**src/rtl/aes_sub_multicycle.sv**
```systemverilog
// aes_sub_multicycle - AES SubBytes over four selected bytes, time-multiplexed
// across SBOXES sbox instances (1, 2 or 4). One group of SBOXES bytes is
// substituted per RUN cycle; the result is presented for a single DONE cycle.
//
// Ports:
//   g_clk    in   1   clock, rising edge
//   g_reset  in   1   synchronous active-high reset
//   valid    in   1   instruction valid, held until ready
//   rs1      in  32   source 1 (bytes 0 and 2 used)
//   rs2      in  32   source 2 (bytes 1 and 3 used)
//   enc      in   1   1 = forward sbox, 0 = inverse sbox
//   rot      in   1   1 = rotate result left by one byte
//   ready    out  1   result valid pulse
//   rd       out 32   result, zero when ready is low
//
// Optional build macro: AES_SUB_MULTICYCLE_MASK_EN - when defined, sbox inputs
// and the inverse select are held at zero outside RUN.

module aes_sbox (
  input  logic [7:0] in_i,
  input  logic       inv_i,
  output logic [7:0] out_o
);

  function automatic logic [7:0] xtime(input logic [7:0] a);
    xtime = {a[6:0], 1'b0} ^ (a[7] ? 8'h1b : 8'h00);
  endfunction

  function automatic logic [7:0] gf_mul(input logic [7:0] a, input logic [7:0] b);
    logic [7:0] p;
    logic [7:0] t;
    p = 8'h00;
    t = a;
    for (int i = 0; i < 8; i++) begin
      p = p ^ (b[i] ? t : 8'h00);
      t = xtime(t);
    end
    gf_mul = p;
  endfunction

  // x^254 is the multiplicative inverse in GF(2^8), and maps 0 to 0.
  function automatic logic [7:0] gf_inv(input logic [7:0] x);
    logic [7:0] sq;
    logic [7:0] acc;
    sq  = gf_mul(x, x);
    acc = sq;
    for (int i = 0; i < 6; i++) begin
      sq  = gf_mul(sq, sq);
      acc = gf_mul(acc, sq);
    end
    gf_inv = acc;
  endfunction

  function automatic logic [7:0] affine_fwd(input logic [7:0] x);
    affine_fwd = x ^ {x[6:0], x[7]} ^ {x[5:0], x[7:6]} ^ {x[4:0], x[7:5]}
                   ^ {x[3:0], x[7:4]} ^ 8'h63;
  endfunction

  function automatic logic [7:0] affine_inv(input logic [7:0] x);
    affine_inv = {x[6:0], x[7]} ^ {x[4:0], x[7:5]} ^ {x[1:0], x[7:2]} ^ 8'h05;
  endfunction

  logic [7:0] pre_s;
  logic [7:0] gi_s;

  // Forward: inverse then affine. Inverse: inverse-affine then inverse.
  always_comb begin
    pre_s = inv_i ? affine_inv(in_i) : in_i;
    gi_s  = gf_inv(pre_s);
    out_o = inv_i ? gi_s : affine_fwd(gi_s);
  end

endmodule

module aes_sub_multicycle #(
  parameter int SBOXES = 1
) (
  input  logic        g_clk,
  input  logic        g_reset,
  input  logic        valid,
  input  logic [31:0] rs1,
  input  logic [31:0] rs2,
  input  logic        enc,
  input  logic        rot,
  output logic        ready,
  output logic [31:0] rd
);

  localparam int N  = 4 / SBOXES;
  localparam int CW = (N > 1) ? $clog2(N) : 1;

  if (!(SBOXES == 1 || SBOXES == 2 || SBOXES == 4)) begin : g_bad_sboxes
    $error("aes_sub_multicycle: SBOXES must be 1, 2 or 4");
  end

  typedef enum logic [1:0] {IDLE = 2'd0, RUN = 2'd1, DONE = 2'd2} state_t;

  state_t        state_q, state_d;
  logic [CW-1:0] cnt_q, cnt_d;
  logic [7:0]    lat_q [4];
  logic [7:0]    lat_d [4];
  logic [7:0]    res_q [4];
  logic [7:0]    res_d [4];
  logic          enc_q, enc_d;
  logic          rot_q, rot_d;

  logic [1:0]    idx_s    [SBOXES];
  logic [7:0]    sb_in_s  [SBOXES];
  logic [7:0]    sb_out_s [SBOXES];
  logic          sb_inv_s;

  // Only bytes 0/2 of rs1 and 1/3 of rs2 feed the datapath.
  logic unused_s;
  assign unused_s = ^{rs1[31:24], rs1[15:8], rs2[23:16], rs2[7:0]};

  for (genvar j = 0; j < SBOXES; j++) begin : g_sbox
    aes_sbox u_sbox (
      .in_i  (sb_in_s[j]),
      .inv_i (sb_inv_s),
      .out_o (sb_out_s[j])
    );
  end

  // Sbox input selection: group cnt_q of the latched bytes.
  always_comb begin
    for (int j = 0; j < SBOXES; j++) begin
      idx_s[j] = 2'(32'(cnt_q) * SBOXES + j);
`ifdef AES_SUB_MULTICYCLE_MASK_EN
      sb_in_s[j] = (state_q == RUN) ? lat_q[idx_s[j]] : 8'h00;
`else
      sb_in_s[j] = lat_q[idx_s[j]];
`endif
    end
`ifdef AES_SUB_MULTICYCLE_MASK_EN
    sb_inv_s = (state_q == RUN) ? ~enc_q : 1'b0;
`else
    sb_inv_s = ~enc_q;
`endif
  end

  // Next-state logic: accept in IDLE, one group per RUN cycle, abort on valid drop.
  always_comb begin
    state_d = state_q;
    cnt_d   = cnt_q;
    lat_d   = lat_q;
    res_d   = res_q;
    enc_d   = enc_q;
    rot_d   = rot_q;
    case (state_q)
      IDLE: begin
        if (valid) begin
          lat_d[0] = rs1[7:0];
          lat_d[1] = rs2[15:8];
          lat_d[2] = rs1[23:16];
          lat_d[3] = rs2[31:24];
          enc_d    = enc;
          rot_d    = rot;
          cnt_d    = '0;
          state_d  = RUN;
        end else begin
          state_d  = IDLE;
        end
      end
      RUN: begin
        if (!valid) begin
          cnt_d   = '0;
          state_d = IDLE;
        end else begin
          for (int j = 0; j < SBOXES; j++) begin
            res_d[idx_s[j]] = sb_out_s[j];
          end
          if (cnt_q == CW'(N - 1)) begin
            cnt_d   = '0;
            state_d = DONE;
          end else begin
            cnt_d   = cnt_q + CW'(1);
          end
        end
      end
      DONE:    state_d = IDLE;
      default: state_d = IDLE;
    endcase
  end

  // State and data registers with synchronous reset.
  always_ff @(posedge g_clk) begin
    if (g_reset) begin
      state_q <= IDLE;
      cnt_q   <= '0;
      enc_q   <= 1'b0;
      rot_q   <= 1'b0;
      for (int i = 0; i < 4; i++) begin
        lat_q[i] <= 8'h00;
        res_q[i] <= 8'h00;
      end
    end else begin
      state_q <= state_d;
      cnt_q   <= cnt_d;
      enc_q   <= enc_d;
      rot_q   <= rot_d;
      lat_q   <= lat_d;
      res_q   <= res_d;
    end
  end

  // Outputs come from registered state only; rd is zero outside DONE.
  always_comb begin
    ready = (state_q == DONE);
    if (ready) begin
      rd = rot_q ? {res_q[2], res_q[1], res_q[0], res_q[3]}
                 : {res_q[3], res_q[2], res_q[1], res_q[0]};
    end else begin
      rd = 32'h0000_0000;
    end
  end

endmodule

```
**config.mk**
```make
export PLATFORM = sky130hd
export DESIGN_NAME = aes_sub_multicycle
export DESIGN_NICKNAME = d
export VERILOG_FILES = /design/src/rtl/aes_sub_multicycle.sv
export SDC_FILE = /design/constraint.sdc
export NUM_CORES = 1
export LEC_CHECK = 0
export BUFFER_PORTS_ARGS = -buffer_cell sky130_fd_sc_hd__buf_2
export CORE_MARGIN = 2
export CORE_UTILIZATION = 35
export DETAILED_ROUTE_END_ITERATION = 7
export PLACE_DENSITY = 0.5
export SETUP_SLACK_MARGIN = 0.02
export SLEW_MARGIN = 30
export SYNTH_ARGS = -nofsm -noshare
export SYNTH_HDL_FRONTEND = slang
export SYNTH_SLANG_ARGS = --single-unit
```
**constraint.sdc**
```tcl
create_clock -name g_clk -period 29 [get_ports g_clk]
set_input_delay 5.8 -clock g_clk [delete_from_list [all_inputs] [get_ports g_clk]]
set_output_delay 5.8 -clock g_clk [all_outputs]
set_load 0.005 [all_outputs]
```
# Word level (Yosys, flattened, before mapping)
# Index checks and enable logic that the tools add are counted.
# totals
register_bits	70
input_bits	69
output_inout_bits	33
# classes
addsub	1
order_cmp	2
eq_ne	5
mux	206
bitwise_logic	184
reduce_logical	6
# ops
cell	n
XOR 8 bit	180
two-way mux 8 bit	109
two-way mux 5 bit	84
two-way mux 32 bit	2
bitwise mux 32 bit	1
binary-select mux 8 bit (select 2 bit)	1
demux 8 bit (select 2 bit)	1
two-way mux 2 bit	5
case mux 2 bit (2 select lines)	2
XOR 8 x 5 -> 8 bit	1
AND reduction 2 bit	3
equality test 2 bit (second input constant)	2
NOT 4 bit	1
greater-or-equal comparator 3 bit (second input constant)	1
< comparator 3 x 1 -> 1 bit (second input constant)	1
!= test 3 bit (second input constant)	1
NOT 2 -> 3 bit	1
adder 2 x 1 -> 2 bit (second input constant)	1
equality test 2 x 1 -> 1 bit (second input constant)	1
zero test 2 bit	1
!= test 2 bit (second input constant)	1
NOT 2 bit	1
nonzero test 2 bit	1
logical AND 1 bit	1
two-way mux 1 bit	1

# Depth between registers and ports, before layout
# Gate-level depths: netlist of the first run.
# depth
ltp_word	135
depth_mapped	98
depth_no_buf	81

# Hierarchy
# From an unflattened synthesis of the first run, not the netlist that was laid out.
# hier_totals
hier_cells	2527
area_unflattened_um2	20673.6
# by_module_without_submodules
module	instances	cells_per_inst	area_per_inst_um2	seq_area_each_um2
aes_sbox	1	2157	16918.7	0.0
aes_sub_multicycle	1	370	3754.9	1401.3

# Least setup slack after synthesis of the first run
# Ideal clock, no wire load.
# synth_timing
kind	register to register
start	register cnt_q[1]
end	register res_q[29] in the netlist's numbering
setup_time_ns	0.132
arrival_time_ns	20.395
t_required_ns	28.868
path_slack_ns	8.473
path_stages_with_launch	90
period_less_slack_ns	20.527
path_cell_list	dfxtp_1 -> buf_6 -> mux4_2 -> buf_6 -> xnor3_1 -> a21o_1 -> buf_4 -> inv_2 -> buf_6 -> ha_1 -> o211ai_1 -> nand2_1 -> ha_1 -> a211oi_1 -> xor2_1 -> xnor3_1 -> xor2_1 -> clkbuf_1 -> [... 54 more ...] -> clkbuf_1 -> clkinv_1 -> ha_1 -> nand2_1 -> xnor2_1 -> xnor2_1 -> xnor2_1 -> xnor2_1 -> nor2_1 -> xnor2_1 -> xnor2_1 -> xnor3_1 -> xnor2_1 -> xor2_1 -> xor3_1 -> or3_4 -> nand3_1 -> a21oi_1
# synth_via
elab_chain_len	98
elab_cells_between_ends	383
# synth_lines
element	line	rtl
from (decl)	99	logic [CW-1:0] cnt_q, cnt_d;
from (signal assigned)	198	cnt_q <= cnt_d;
NOT 2 -> 3 bit (implied by the code) *	131, 170	
binary-select mux 8 bit (select 2 bit)	131	sb_in_s[j] = lat_q[idx_s[j]];
two-way mux 8 bit (implied by the code) (2 in series)	131	
XOR 8 bit (2 in series)	60	affine_inv = {x[6:0], x[7]} ^ {x[4:0], x[7:5]} ^ {x[1:0], x[7:2]} ^ 8'h05;
two-way mux 8 bit or NOT 2 bit (tied branches)	-	
two-way mux 5 bit (tied with other cells)	26	xtime = {a[6:0], 1'b0} ^ (a[7] ? 8'h1b : 8'h00);
XOR 8 bit or two-way mux 5 bit (tied branches) (3 in series)	26	
XOR 8 bit	26	
[... 72 more ...]	-	
XOR 8 bit (tied with other cells) (5 in series)	35	p = p ^ (b[i] ? t : 8'h00);
XOR 8 bit or two-way mux 8 bit (tied branches)	35	
XOR 8 bit	35	
XOR 8 bit (3 in series)	55	affine_fwd = x ^ {x[6:0], x[7]} ^ {x[5:0], x[7:6]} ^ {x[4:0], x[7:5]}
XOR 8 bit	56	^ {x[3:0], x[7:4]} ^ 8'h63;
NOT 4 bit (no line)	-	
two-way mux 8 bit	70	out_o = inv_i ? gi_s : affine_fwd(gi_s);
bitwise mux 32 bit *	170	res_d[idx_s[j]] = sb_out_s[j];
to (signal assigned)	202	res_q <= res_d;
to (decl)	102	logic [7:0] res_q [4];
# Every way passes the cells marked *; elsewhere a longest branch is shown, timed or not. The select of a mux whose other input is x is not followed.
# A chain may end at the register's enable or synchronous reset.

# Worst setup path in the final report of the first run
# layout_timing
start	register cnt_q[1]
end	register res_q[25] in the netlist's numbering
# Same word-level chain as after synthesis.

==> results of run 1 <==
==> state kept, by name, indices dropped and copies added (netlist names) <==
signal	flops
rot_q	1
lat_q	32
cnt_q	2
enc_q	1
state_q	2
res_q	32
==> placed cells by master, fill, tap and decap left out, types with 11 or more instances in the layout <==
cell | Yosys | final
sky130_fd_sc_hd__a211oi_1 | 31 | 31
sky130_fd_sc_hd__a21o_1 | 11 | 11
sky130_fd_sc_hd__a21oi_1 | 117 | 117
sky130_fd_sc_hd__a22oi_1 | 14 | 14
sky130_fd_sc_hd__a31oi_1 | 14 | 14
sky130_fd_sc_hd__and2_1 | 13 | 13
sky130_fd_sc_hd__and3_1 | 12 | 12
sky130_fd_sc_hd__buf_2 | 36 | 69
sky130_fd_sc_hd__buf_4 | 14 | 45
sky130_fd_sc_hd__dfxtp_1 | 70 | 69
sky130_fd_sc_hd__ha_1 | 66 | 66
sky130_fd_sc_hd__inv_1 | 53 | 53
sky130_fd_sc_hd__inv_2 | 18 | 18
sky130_fd_sc_hd__mux2i_1 | 71 | 71
sky130_fd_sc_hd__nand2_1 | 303 | 303
sky130_fd_sc_hd__nand2b_1 | 21 | 20
sky130_fd_sc_hd__nand3_1 | 57 | 57
sky130_fd_sc_hd__nor2_1 | 389 | 387
sky130_fd_sc_hd__nor2b_1 | 14 | 14
sky130_fd_sc_hd__nor3_1 | 57 | 57
sky130_fd_sc_hd__o211ai_1 | 24 | 24
sky130_fd_sc_hd__o21ai_0 | 67 | 67
sky130_fd_sc_hd__o22ai_1 | 20 | 20
sky130_fd_sc_hd__xnor2_1 | 385 | 378
sky130_fd_sc_hd__xnor2_2 | 28 | 35
sky130_fd_sc_hd__xnor3_1 | 115 | 115
sky130_fd_sc_hd__xor2_1 | 137 | 135
sky130_fd_sc_hd__xor2_2 | 13 | 15
sky130_fd_sc_hd__xor3_1 | 16 | 16
==> critical path, delay by kind of cell (launching register included) <==
family	cells	cell delay, ps
simple gates	7	800
flops	1	780
compound gates	7	1760
fa+ha+maj	10	4970
xor+xnor	35	11600
mux	1	720
buf+inv	13	4010
==> cell type report <==
type                            count  area (sq um)  share of cell area, %
Multi-Input combinational cell   2225         17600                   82.9
Sequential cell                    70          1410                   6.61
Tap cell                          756           946                   4.45
Timing Repair Buffer              114           683                   3.22
Inverter                           77           289                   1.36
Clock buffer                       10           239                   1.12
Clock inverter                      6          68.8                  0.324
==> logic make-up (layout without fill, tap and decap cells) <==
group | after synthesis | in the layout | synth area share [%]
multiplexers | 90 | 90 | 5.08
AND/OR/NAND/NOR | 930 | 930 | 20.1
AO/OA/AOI/OAI | 420 | 420 | 14.1
flip-flops | 70 | 70 | 6.99
XOR/XNOR | 719 | 719 | 44.2
buffers and inverters | 250 | 207 | 5.51
adder cells (fa/ha/maj) | 66 | 66 | 4.12
==> stage by stage <==
step / setup WS, ps / cells / utilization (%)
final: 4120 / 3258 / 37.6
after global routing: 2170 / 3258 / 37.6
after CTS: 4140 / 3258 / 37.6
after detailed placement: 4190 / 3242 / 37.0
after global placement: 4380 / 3242 / 37.0
after floorplan: 8470 / 2545 / -
==> final timing paths <==
check	to	slack, ps	cells after the start
worst min-delay path	lat_q[20]$_SDFFE_PP0P_	450	2
worst max register to register	res_q[25]$_SDFFE_PP0P_	4120	73
worst min register to register	lat_q[20]$_SDFFE_PP0P_	450	2
worst max-delay path	res_q[25]$_SDFFE_PP0P_	4120	73
==> layer usage <==
metal	part of all wire [%]	vias up	GRT usage, %
li1	-	8508	-
met1	47	8327	24.9
met2	49	340	32.2
met3	3.2	42	1.12
met4	0.92	0	2.31
met5	0	-	0
==> impl_metrics.csv, run 1 <==
group,metric,value,unit
job,max_cap_viol_count,0,
global_routing,overall_overflow_remaining_after_global_route,0,
sta,final_max_slew_viol_count,0,
logic_synthesis,yosysWarningCount,0,
sta,post-route-period-util,85.8,%
clock_network,post_cts.repair.setup_buffers,0,
global_routing,grt_use_total,18.2,%
sta,finalHoldViolCount,0,
sta,setup_repair_after_global_routing_missed_its_margin,"no",
sta,min_period,24880,ps
logic_synthesis,synth_most_common_cell,"sky130_fd_sc_hd__nor2_1",
cells_and_area,final_cell_area,0.0212,sq mm
worst_setup_path,critical-path-max-stage-delay,920,ps
routing,route.final.wire_length,55.3,mm
sta,clock_skew,9.48,ps
worst_setup_path,timing.critical_path.fanout_max,31,
logic_synthesis,synthDominantAreaCellType,"sky130_fd_sc_hd__xnor2_1",
clock_network,cts_buffers,9,
worst_setup_path,data_arrival_at_the_endpoint_of_the_critical_path,25070,ps
floorplanning,fp.dieW,243,um
global_routing,grt_max_degree,71,
clock_network,clock-root-buffer,"sky130_fd_sc_hd__clkbuf_16",
worst_setup_path,timing.critical_path.slowest_stage_cell,"sky130_fd_sc_hd__xor3_1",
global_routing,grt_first_pass_wirelength,89.7,mm
clock_network,clkSlewWorstSetupHoldPaths,60,ps
logic_synthesis,post_synth_inst_count,2545,
clock_network,post_cts.resized_instances,0,
floorplanning,io-pin-count,102,
worst_setup_path,worst-endpoint-required,29180,ps
logic_synthesis,yosys_register_bits,70,
global_routing,initial_antenna_violation_count,0,
worst_setup_path,crit_path_start_kind,"register",
logic_synthesis,post_synth_instance_area,0.0200,sq mm
worst_setup_path,worstSetupStartpoint,"cnt_q[1]$_SDFFE_PP0P_",
sta,max-slew-margin-rel,37.5,%
routing,drt-initial-drc-count,1152,
cells_and_area,layout.nets,2632,
floorplanning,die_height,243,um
logic_synthesis,yosys.cell_types.count,106,
cells_and_area,area.growth.synth_to_final,5.99,%
hold_path,hold_path.class,"register to register",
sta,fmax,40.2,MHz
sta,tns,0,ps
placed_design,gp_congestion,0.818,
clock_network,numClockSinks,70,
clock_network,cts.htree.levels,3,
routing,detail_route.vias_per_cell,5.28,
worst_setup_path,worst_path_most_repeated_cell,"sky130_fd_sc_hd__xnor2_1",
outcome,run_status,"finished clean",
worst_setup_path,critPathCaptureType,"register",
logic_synthesis,synth_enable_flop_cells,0,
logic_synthesis,yosys-top-cells-count,"389 x sky130_fd_sc_hd__nor2_1, 385 x sky130_fd_sc_hd__xnor2_1, 303 x sky130_fd_sc_hd__nand2_1",
cells_and_area,fillers,5850,
worst_setup_path,category_of_the_most_critical_setup_path,"register to register",
floorplanning,dieArea,0.0592,sq mm
routing,drt_pre_antenna_iters,5,
logic_synthesis,post-synth-top-area-fraction,16.8,%
routing,num_vias,17200,
global_routing,first_global_vias,16700,
routing,ant_nets,0,
clock_network,cts_hold_repair.buffers,0,
logic_synthesis,synthArstFlopShare,0,%
floorplanning,floorplan.initialDensity,35.5,%
placed_design,numPortBuffers,69,
logic_synthesis,syn-num-nets,2680,
logic_synthesis,post_synth_main_area_contributors,"sky130_fd_sc_hd__xnor2_1 17%, sky130_fd_sc_hd__xnor3_1 13%, sky130_fd_sc_hd__nor2_1 7.3%",
clock_network,clk_path_buf_depth,2,
routing,drt_drc_violations_left,0,
clock_network,worst_skew_pair.late_latency,340,ps
worst_setup_path,timing.rr.start,"cnt_q[1]$_SDFFE_PP0P_",
cells_and_area,layout-drive-gt1-share,11.3,%
cells_and_area,insertedDiodeCount,0,
clock_network,cts_tree,"done",
sta,fin_worst_hold_slack,449,ps
placed_design,post_dp_cell_area,0.0209,sq mm
sta,setup_violations,0,
floorplanning,placementRows,87,
hold_path,source_of_the_worst_hold_timing_path,"lat_q[20]$_SDFFE_PP0P_",
logic_synthesis,syn-mean-instance-area,7.88,sq um
logic_synthesis,synth_sequential_area_ratio,6.99,%
floorplanning,core-area,0.0565,sq mm
sta,timing_worst_slew_pin_value,933,ps
routing,wire_per_inst,17.0,um
placed_design,hpwl,40.0,mm
logic_synthesis,synth_flop_cell,"sky130_fd_sc_hd__dfxtp_1",
Power of run 1 is not shown: default switching activity piles up to over one toggle a cycle in this logic, so the estimate is an artifact.
==> run 2: changes to the inputs <==
--- a/config.mk
+++ b/config.mk
@@ -6,10 +6,12 @@
 export NUM_CORES = 1
 export LEC_CHECK = 0
 export BUFFER_PORTS_ARGS = -buffer_cell sky130_fd_sc_hd__buf_2
+export CELL_PAD_IN_SITES_DETAIL_PLACEMENT = 1
+export CELL_PAD_IN_SITES_GLOBAL_PLACEMENT = 1
 export CORE_MARGIN = 2
 export CORE_UTILIZATION = 35
 export DETAILED_ROUTE_END_ITERATION = 7
-export PLACE_DENSITY = 0.5
+export PLACE_DENSITY = 0.63
 export SETUP_SLACK_MARGIN = 0.02
 export SLEW_MARGIN = 30
 export SYNTH_ARGS = -nofsm -noshare
==> impl_metrics.csv, run 2 (same netlist as run 1, synthesis figures left out) <==
group,metric,value,unit
outcome,run_status,"finished clean",
placed_design,hpwl,45.3,mm
floorplanning,fp.dieW,243,um
routing,route.final.wire_length,60.7,mm
job,max_cap_viol_count,0,
cells_and_area,layout_top_registers,"lat_q x32, res_q x32",
routing,wire_per_inst,18.6,um
routing,drt_pre_antenna_iters,5,
sta,clock_skew,8.14,ps
worst_setup_path,critPathCaptureType,"register",
cells_and_area,insertedDiodeCount,0,
sta,finalHoldViolCount,0,
cells_and_area,fillers,6824,
worst_setup_path,worst_path_most_repeated_cell,"sky130_fd_sc_hd__ha_1",
routing,num_vias,17400,
sta,setup_repair_after_global_routing_missed_its_margin,"no",
global_routing,initial_antenna_violation_count,0,
sta,post-route-period-util,85.3,%
sta,timing_worst_slew_pin_value,945,ps
sta,tns,0,ps
worst_setup_path,timing.critical_path.slowest_stage_cell,"sky130_fd_sc_hd__dfxtp_1",
clock_network,worst_skew_pair.late_latency,330,ps
placed_design,dp_slack,4210,ps
worst_setup_path,worst-endpoint-required,29180,ps
global_routing,overall_overflow_remaining_after_global_route,0,
cells_and_area,fin_util,37.7,%
worst_setup_path,critical-path-max-stage-delay,800,ps
floorplanning,floorplan.initialDensity,35.5,%
sta,final_max_slew_viol_count,0,
routing,detail_route.vias_per_cell,5.34,
worst_setup_path,category_of_the_most_critical_setup_path,"register to register",
floorplanning,placementRows,87,
clock_network,clkSlewWorstSetupHoldPaths,60,ps
cells_and_area,layout.nets,2639,
sta,finalWorstSetupSlack,4270,ps
cells_and_area,layout.cells.most_common_list,"387 x sky130_fd_sc_hd__nor2_1, 374 x sky130_fd_sc_hd__xnor2_1, 303 x sky130_fd_sc_hd__nand2_1",
floorplanning,io-pin-count,102,
global_routing,grt_max_degree,71,
clock_network,post_cts.resized_instances,0,
sta,setup_violations,0,
sta,max-slew-margin-rel,36.7,%
sta,fmax,40.4,MHz
routing,ant_nets,0,
routing,drt-initial-drc-count,837,
cells_and_area,final_common_cell,"sky130_fd_sc_hd__nor2_1",
routing,drt_drc_violations_left,0,
clock_network,cts_buffers,9,
cells_and_area,area.growth.synth_to_final,6.28,%
clock_network,post_cts.repair.setup_buffers,0,
clock_network,clock-root-buffer,"sky130_fd_sc_hd__clkbuf_16",
worst_setup_path,crit_path_start_kind,"register",
hold_path,hold_path.class,"register to register",
placed_design,gp_congestion,0.803,
floorplanning,dieArea,0.0592,sq mm
global_routing,grt_first_pass_wirelength,99.4,mm
clock_network,cts_hold_repair.buffers,0,
clock_network,cts.htree.levels,3,
clock_network,clk_path_buf_depth,2,
clock_network,numClockSinks,70,
global_routing,first_global_vias,18400,
worst_setup_path,data_arrival_at_the_endpoint_of_the_critical_path,24910,ps
clock_network,cts_tree,"done",
global_routing,grt_use_total,20.2,%
cells_and_area,layout-drive-gt1-share,11.6,%
floorplanning,die_height,243,um
worst_setup_path,timing.critical_path.fanout_max,19,
placed_design,numPortBuffers,69,
floorplanning,core-area,0.0565,sq mm
sta,min_period,24730,ps
==> run 2: cell types whose count changed in the layout (fill, tap and decap cells not counted), sizes merged <==
cell,previous run,this run
buf,114,121
==> run 2: path summary, 6_finish.rpt <==
kind                                        startpoint  slack [ps]  cells after the start                      to
worst max-delay path             cnt_q[1]$_SDFFE_PP0P_        4270                     83  res_q[25]$_SDFFE_PP0P_
worst min-delay path            lat_q[15]$_SDFFE_PP0P_         450                      2  lat_q[15]$_SDFFE_PP0P_
worst max register to register   cnt_q[1]$_SDFFE_PP0P_        4270                     83  res_q[25]$_SDFFE_PP0P_
worst min register to register  lat_q[15]$_SDFFE_PP0P_         450                      2  lat_q[15]$_SDFFE_PP0P_
==> run 2: stage by stage <==
stage / hold slack, ps / std cells / area, sq um
2_1_floorplan: 433 / 2545 / 20000
3_3_place_gp: 439 / 3249 / 21000
3_5_place_dp: 449 / 3249 / 21000
4_1_cts: 457 / 3265 / 21300
5_1_grt: 479 / 3265 / 21300
6_report: 453 / 3265 / 21300
==> run 2: layer usage <==
metal	global-route usage (%)	up-vias	part of all wire, %	wire length (um)
met5	0	-	0	0
met4	2.62	0	0.74	450
met3	1.18	31	2.2	1320
met2	36.3	180	50	30100
met1	27.2	8701	48	28800
li1	-	8519	-	-
==> run 2: critical path, delay by kind of cell, from the launching register on <==
| family | cells | cell delay (ps) |
|---|---|---|
| xor+xnor | 31 | 7830 |
| flops | 1 | 800 |
| compound gates | 10 | 2640 |
| mux | 3 | 1140 |
| buf+inv | 18 | 4210 |
| simple gates | 7 | 760 |
| fa+ha+maj | 14 | 7070 |
==> run 2: cell type report <==
type / instances / area (sq um) / area share (%)
Clock buffer: 10 / 229 / 1.07
Clock inverter: 6 / 61.3 / 0.288
Inverter: 77 / 289 / 1.36
Multi-Input combinational cell: 2225 / 17600 / 82.8
Sequential cell: 70 / 1410 / 6.60
Tap cell: 756 / 946 / 4.44
Timing Repair Buffer: 121 / 736 / 3.45
Power of run 2 is left out for the same reason.
